### src/rtl/timer_display_scan.sv
// Scans three BCD timer digits onto a multiplexed 7-segment display (M:SS with dp
// on the minutes digit). Snapshots digits once per frame, blinks while paused.
module timer_display_scan #(
  parameter int SCAN_DIV     = 50000,
  parameter int BLINK_FRAMES = 64,
  parameter bit ACTIVE_LOW   = 1'b1
) (
  input  logic       clk,
  input  logic       reset,
  input  logic [3:0] seconds0,
  input  logic [3:0] seconds1,
  input  logic [3:0] minutes0,
  input  logic       paused,
  input  logic       enable,
  output logic [2:0] an,
  output logic [6:0] seg,
  output logic       dp,
  output logic       frame_done,
  output logic       err
);

  localparam int PW = (SCAN_DIV > 1) ? $clog2(SCAN_DIV) : 1;
  localparam int BW = (BLINK_FRAMES > 1) ? $clog2(BLINK_FRAMES) : 1;
  localparam logic [PW-1:0] PRESC_MAX = PW'(SCAN_DIV - 1);
  localparam logic [BW-1:0] BLINK_MAX = BW'(BLINK_FRAMES - 1);
  localparam logic POL = ACTIVE_LOW;

  function automatic logic [6:0] seg_decode(input logic [3:0] d, input logic legal);
    logic [6:0] c;
    c = 7'h40;
    if (legal) begin
      case (d)
        4'd0: c = 7'h3F;
        4'd1: c = 7'h06;
        4'd2: c = 7'h5B;
        4'd3: c = 7'h4F;
        4'd4: c = 7'h66;
        4'd5: c = 7'h6D;
        4'd6: c = 7'h7D;
        4'd7: c = 7'h07;
        4'd8: c = 7'h7F;
        4'd9: c = 7'h6F;
        default: c = 7'h40;
      endcase
    end
    return c;
  endfunction

  logic [PW-1:0] presc_q, presc_d;
  logic [1:0]    slot_q, slot_d;
  logic [11:0]   sample_q, sample_d;
  logic [11:0]   snap_q, snap_d;
  logic [BW-1:0] blink_cnt_q, blink_cnt_d;
  logic          phase_q, phase_d;   // 1 = dark half-period
  logic          err_q, err_d;
  logic [2:0]    an_q, an_d;
  logic [6:0]    seg_q, seg_d;
  logic          dp_q, dp_d;

  logic          tick, frame_b, stable, dark;
  logic [11:0]   din;
  logic [2:0]    legal;
  logic [3:0]    digit;
  logic          digit_ok;
  logic [2:0]    an_raw;
  logic [6:0]    seg_raw;
  logic          dp_raw;

  always_comb begin
    tick    = (presc_q == PRESC_MAX);
    frame_b = tick && (slot_q == 2'd2);
    presc_d = tick ? '0 : presc_q + 1'b1;
    slot_d  = slot_q;
    if (tick) slot_d = (slot_q == 2'd2) ? 2'd0 : slot_q + 2'd1;

    // Digits ripple in from the timer; only take a bundle that held for a full cycle.
    din      = {minutes0, seconds1, seconds0};
    sample_d = din;
    stable   = (din == sample_q);
    snap_d   = (frame_b && stable) ? din : snap_q;

    blink_cnt_d = blink_cnt_q;
    phase_d     = phase_q;
    if (!paused) begin
      blink_cnt_d = '0;
      phase_d     = 1'b0;
    end else if (frame_b) begin
      if (blink_cnt_q == BLINK_MAX) begin
        blink_cnt_d = '0;
        phase_d     = ~phase_q;
      end else begin
        blink_cnt_d = blink_cnt_q + 1'b1;
      end
    end

    legal[0] = (snap_q[3:0]  <= 4'd9);
    legal[1] = (snap_q[7:4]  <= 4'd5);
    legal[2] = (snap_q[11:8] <= 4'd9);
    err_d    = ~&legal;

    case (slot_q)
      2'd1:    begin digit = snap_q[7:4];  digit_ok = legal[1]; an_raw = 3'b010; end
      2'd2:    begin digit = snap_q[11:8]; digit_ok = legal[2]; an_raw = 3'b100; end
      default: begin digit = snap_q[3:0];  digit_ok = legal[0]; an_raw = 3'b001; end
    endcase
    seg_raw = seg_decode(digit, digit_ok);
    dp_raw  = (slot_q == 2'd2);

    // Gating with live paused means unpausing lights the display on the next edge.
    dark = (phase_q && paused) || !enable;
    if (dark) begin
      an_raw  = 3'b000;
      seg_raw = 7'h00;
      dp_raw  = 1'b0;
    end
    an_d  = an_raw ^ {3{POL}};
    seg_d = seg_raw ^ {7{POL}};
    dp_d  = dp_raw ^ POL;
  end

  always_ff @(posedge clk) begin
    if (reset) begin
      presc_q     <= '0;
      slot_q      <= 2'd0;
      sample_q    <= '0;
      snap_q      <= '0;
      blink_cnt_q <= '0;
      phase_q     <= 1'b0;
      err_q       <= 1'b0;
      an_q        <= {3{POL}};
      seg_q       <= {7{POL}};
      dp_q        <= POL;
    end else begin
      presc_q     <= presc_d;
      slot_q      <= slot_d;
      sample_q    <= sample_d;
      snap_q      <= snap_d;
      blink_cnt_q <= blink_cnt_d;
      phase_q     <= phase_d;
      err_q       <= err_d;
      an_q        <= an_d;
      seg_q       <= seg_d;
      dp_q        <= dp_d;
    end
  end

  assign an         = an_q;
  assign seg        = seg_q;
  assign dp         = dp_q;
  assign err        = err_q;
  assign frame_done = frame_b;

endmodule

### config.mk
export PLATFORM = sky130hd
export DESIGN_NAME = timer_display_scan
export DESIGN_NICKNAME = d
export VERILOG_FILES = /design/src/rtl/timer_display_scan.sv
export SDC_FILE = /design/constraint.sdc
export NUM_CORES = 1
export LEC_CHECK = 0
export CAP_MARGIN = 10
export CORE_ASPECT_RATIO = 1.1
export CORE_UTILIZATION = 35
export DETAILED_ROUTE_END_ITERATION = 10
export PLACE_DENSITY = 0.52
export SLEW_MARGIN = 20
export SYNTH_ARGS = -nofsm -noshare
export SYNTH_HDL_FRONTEND = slang
export SYNTH_SLANG_ARGS = --single-unit
### constraint.sdc
create_clock -name clk -period 3.3 [get_ports clk]
set_input_delay 0.99 -clock clk [delete_from_list [all_inputs] [get_ports clk]]
set_output_delay 0.99 -clock clk [all_outputs]
set_load 0.05 [all_outputs]
# After elaboration in Yosys (flattened, before gate mapping)
# Memory sizes are Yosys's and may differ from the RTL's.
# Index checks and enable logic that the tools add are counted.
# totals
regBits	61
mem_bits_ro	112
in_bits	16
output_inout_bits	13
wordCells	46
n_memories	1
# mem_list
memory	depth	width	read_ports	rd_ports_with_merged_regs	wr	line_no	source
(no name shown)	16	7	1	0	0	32	case (d)
# classes
addsub	3
order_cmp	3
n_eq_ne	5
mux	9
n_bitwise	5
n_reduce_logical	10
# ops
op	count
16-bit by 1-bit adder with 16-bit output, second input constant	1
16-bit == test, second input constant	1
7-bit two-way mux	2
12-bit == test	1
4-bit <= comparator, second input constant	2
4-bit one-hot mux with 2 select lines	1
7-bit inverter	1
6-bit by 1-bit adder with 6-bit output, second input constant	1
6-bit == test, second input constant	1
6-bit two-way mux	1
3-bit one-hot mux with 2 select lines	1
4-bit by 3-bit <= comparator with 1-bit output, second input constant	1
2-bit OR reduction	2
1-bit logical AND	3
3-bit two-way mux	1
1-bit inverter	3
3-bit inverter	1
3-bit AND reduction	1
2-bit by 1-bit adder with 2-bit output, second input constant	1
2-bit by 1-bit == test with 1-bit output, second input constant	1
2-bit == test, second input constant	1
1-bit zero test	2
2-bit two-way mux	1
1-bit one-hot mux with 2 select lines	1
other kinds (3)	3

# Logic depth before layout (Yosys ltp)
# An unclocked memory read counts as a cell.
# depth
depth_word	6
mapped_depth	11
ltp_nobuf	10

# Worst setup path after synthesis
# OpenSTA, ideal clock, no wires.
# synth_timing
path_type	reg2out
start	reg presc_q[12]
end	out frame_done
arrival_ps	2101
t_required_ps	2310
path_slack_ps	209
path_stages_with_launch	3
n_path_buf	0
path_cell_list	dfxtp_1 > or4b_2 > nor3_1
# synth_via
elab_chain_cells	2
# synth_lines
element	line_no	source
start: declaration	49	logic [PW-1:0] presc_q, presc_d;
start signal: assignment	134	presc_q <= presc_d;
16-bit == test	70	tick = (presc_q == PRESC_MAX);
1-bit logical AND	71	frame_b = tick && (slot_q == 2'd2);
end: declaration	18	output logic frame_done,
# Every way passes these cells.

# Worst setup path after layout
# Same ends and word-level chain as after synthesis.

==> impl_metrics.csv <==
group,metric,value,unit
pwr,p_leak,1.36,nW
route,ant_nets,0,
placed_design,place.gp.congestion,0.761,
pwr,peakVddDrop,0.228,mV
yosys,yosys.area.top_type,"dfxtp_1",
floorplanning,die-height,96.5,um
yosys,synthAdderAreaFrac,0.0484,
setup_path,r2r_cells,11,
yosys,ys_ff_latch,60,
yosys,synth_top_family_by_area,"simple AND/OR/NAND/NOR gates",
yosys,yosysMostFrequentCell,"dfxtp_1",
cells_and_area,fillerInstances,767,
clock_tree,h-tree-depth,3,
setup_path,endpoint_kind,"output port",
timing,slew_headroom,0.604,
setup_path,reg2reg_from,"slot_q[0]",
clock_tree,path_clk_slew,0.07,ns
run,maxCapViolations,0,
cells_and_area,area_delta_synth_final,21.7,%
hold_path,hp-start,"presc_q[0]",
yosys,yosys.area_share.simple,0.234,
yosys,synth_area,0.00284,sq mm
yosys,ys_async_sr_fraction,0,
yosys,synth_nets,324,
setup_path,required,2.31,ns
yosys,synthXorXnorAreaFrac,0.0740,
grt,grt_pass1_vias,1842,
clock_tree,post_cts_buffers,0,
setup_path,r2r-end,"seg[0]",
yosys,synth.top_cell.area_share,0.423,
pwr,powerDensity,466,mW/mm^2
route,drt-pass1-iter-count,4,
cells_and_area,final-seq-area,0.00120,sq mm
floorplanning,core,0.00787,sq mm
setup_path,crit_path_start_kind,"register",
timing,finalHoldViolCount,0,
yosys,muxShareOfSynthArea,0.0753,
yosys,yosys_warnings,0,
floorplanning,dieArea,0.00848,sq mm
timing,slew_viol_final,0,
yosys,avgSynthCellArea,9.57,sq um
placed_design,hpwlAfterDp,3760,um
hold_path,holdPathEnd,"presc_q[0]",
timing,rsz0062_at_grt,"no",
clock_tree,clkLatencyLatePin,0.34,ns
setup_path,worstPathArrival,1.84,ns
timing,tns,0,ns
grt,grt_max_degree,29,
cells_and_area,nNetsFinal,354,
hold_path,hold_path.class,"reg -> reg",
floorplanning,io_pins,29,
floorplanning,initial_core_util,0.361,
timing,clock_skew,0.00762,ns
setup_path,crit_path_max_fanout,6,
placed_design,io_buffer_count,28,
timing,whs,0.465,ns
setup_path,worstSetupPathType,"reg -> out",
timing,clock.fmax,354,MHz
yosys,ys_types,43,
timing,finalSetupViolCount,0,
yosys,seq_area_frac_synth,0.423,
yosys,synth.area.top_cells,"dfxtp_1, xor2_1, mux2_4, nor2b_1, ha_1",
yosys,synth-compound-area-share,0.107,
clock_tree,ctsResizeCount,0,
route,wire_per_inst,12.2,um
clock_tree,cts_inserted_buffers,9,
yosys,synth_cells,297,
pwr,p_total,0.00161,W
route,vias_per_cell,4.80,
route,drt-total-wl,5360,um
route,drc,0,
route,drt-initial-drc-count,75,
setup_path,reg2reg_slack,0.92,ns
clock_tree,cts_tree,"yes",
cells_and_area,multi_input_area,0.00153,sq mm
cells_and_area,drive_above_1_share,0.120,
clock_tree,clock_sinks,60,
grt,overflow,0,
grt,antenna_found_initial,0,
timing,period_minus_slack,2.83,ns
timing,worstMarginPinSlew,0.591,ns
status,outcome,"complete, no violations",
floorplanning,std_cell_rows,34,
yosys,synth_commonest_cells,"dfxtp_1, nor2_1, nor2b_1, xor2_1, a21oi_1",
clock_tree,clock_path_buffers,2,
hold_path,hold_depth,1,
timing,fin_crit_sh,0.857,
clock_tree,ctsHoldBuffers,0,
clock_tree,cts_root_buf,"clkbuf_8",
route,num_vias,2111,
cells_and_area,n_antenna_cell,0,
floorplanning,die_w,87.9,um
grt,grt_pass1_wl,8850,um
cells_and_area,fin_util,0.439,
yosys,synth-edff-count,0,
yosys,synth-main-ff-cell,"dfxtp_1",
grt,grtUsageTotal,0.137,
[area by class of cell]
type                    instances  area share
multi-input cells             212       0.442
flip-flops and latches         60       0.347
repair buffers                 33      0.0912
clock buffers                  12      0.0478
well taps                     108      0.0391
clock inverters                 4      0.0203
inverters                      11      0.0119
[report_power, final]
group / internal (W) / leakage (nW) / switching (W) / total (W)
clock: 0.000485 / 0.122 / 0.000290 / 0.000774
combinational: 0.0000414 / 0.752 / 0.0000492 / 0.0000906
sequential: 0.000740 / 0.489 / 0.00000671 / 0.000746
total: 0.00127 / 1.36 / 0.000346 / 0.00161
[critical path, cell delays in order (launching register included)]
cell	delay, ns
dfxtp_1	0.36
or4b_2	0.67
nor3_1	0.24
buf_4	0.24
[worst max-delay path by stage]
stage	slack [ns]	endpoint	depth (start not counted)	start
final	0.47	frame_done	3	presc_q[12]
after global routing	0.32	frame_done	6	slot_q[0]
after CTS	0.44	frame_done	6	slot_q[0]
after detailed placement	0.46	snap_q[2]	6	seconds1[0]
after global placement	0.46	snap_q[9]	6	seconds1[0]
after floorplan	0.21	frame_done	2	presc_q[12]
[per-stage QoR]
stage | area, sq um | setup WS (ns) | cells
6_report | 3460 | 0.471 | 440
5_1_grt | 3460 | 0.317 | 440
4_1_cts | 3460 | 0.436 | 440
3_5_place_dp | 3220 | 0.459 | 424
3_3_place_gp | 3220 | 0.463 | 424
2_1_floorplan | 2840 | 0.209 | 297
[logic make-up after synthesis]
| group | Yosys count |
|---|---|
| buffers and inverters | 25 |
| XOR/XNOR | 24 |
| flip-flops | 60 |
| adder cells (fa/ha/maj) | 11 |
| multiplexers | 16 |
| AND/OR/NAND/NOR | 111 |
| AO/OA/AOI/OAI | 50 |
[cells in the final DEF, fill, tap and decap left out, types with 4 or more instances in the layout]
cell type	count
dfxtp_1	60
clkdlybuf4s50_1	27
nor2_1	24
nor2b_1	24
xor2_1	22
a21oi_1	16
o21ai_0	14
nand2_1	12
clkbuf_8	12
inv_1	11
ha_1	11
mux2_4	10
nand3_1	8
nand4_1	7
and4_1	6
nor3_1	6
buf_4	6
a22oi_1	4
a31oi_1	4
and3_1	4
or3_1	4
nor4_1	4
[metal layers]
layer	up-vias	track usage	share of wire
met2	43	0.196	0.42
met3	9	0.0382	0.041
met1	958	0.191	0.52
met5	-	0	0
met4	0	0.0615	0.018
li1	1101	-	-
[sequential cells by signal, summed over array words and instances (netlist names)]
| register | count |
|---|---|
| presc_q | 16 |
| sample_q | 12 |
| snap_q | 12 |
| seg | 7 |
| blink_cnt_q | 6 |
| an | 3 |
| slot_q | 2 |
| err | 1 |
| phase_q | 1 |
Note: power is estimated with default switching activity, not from simulation.
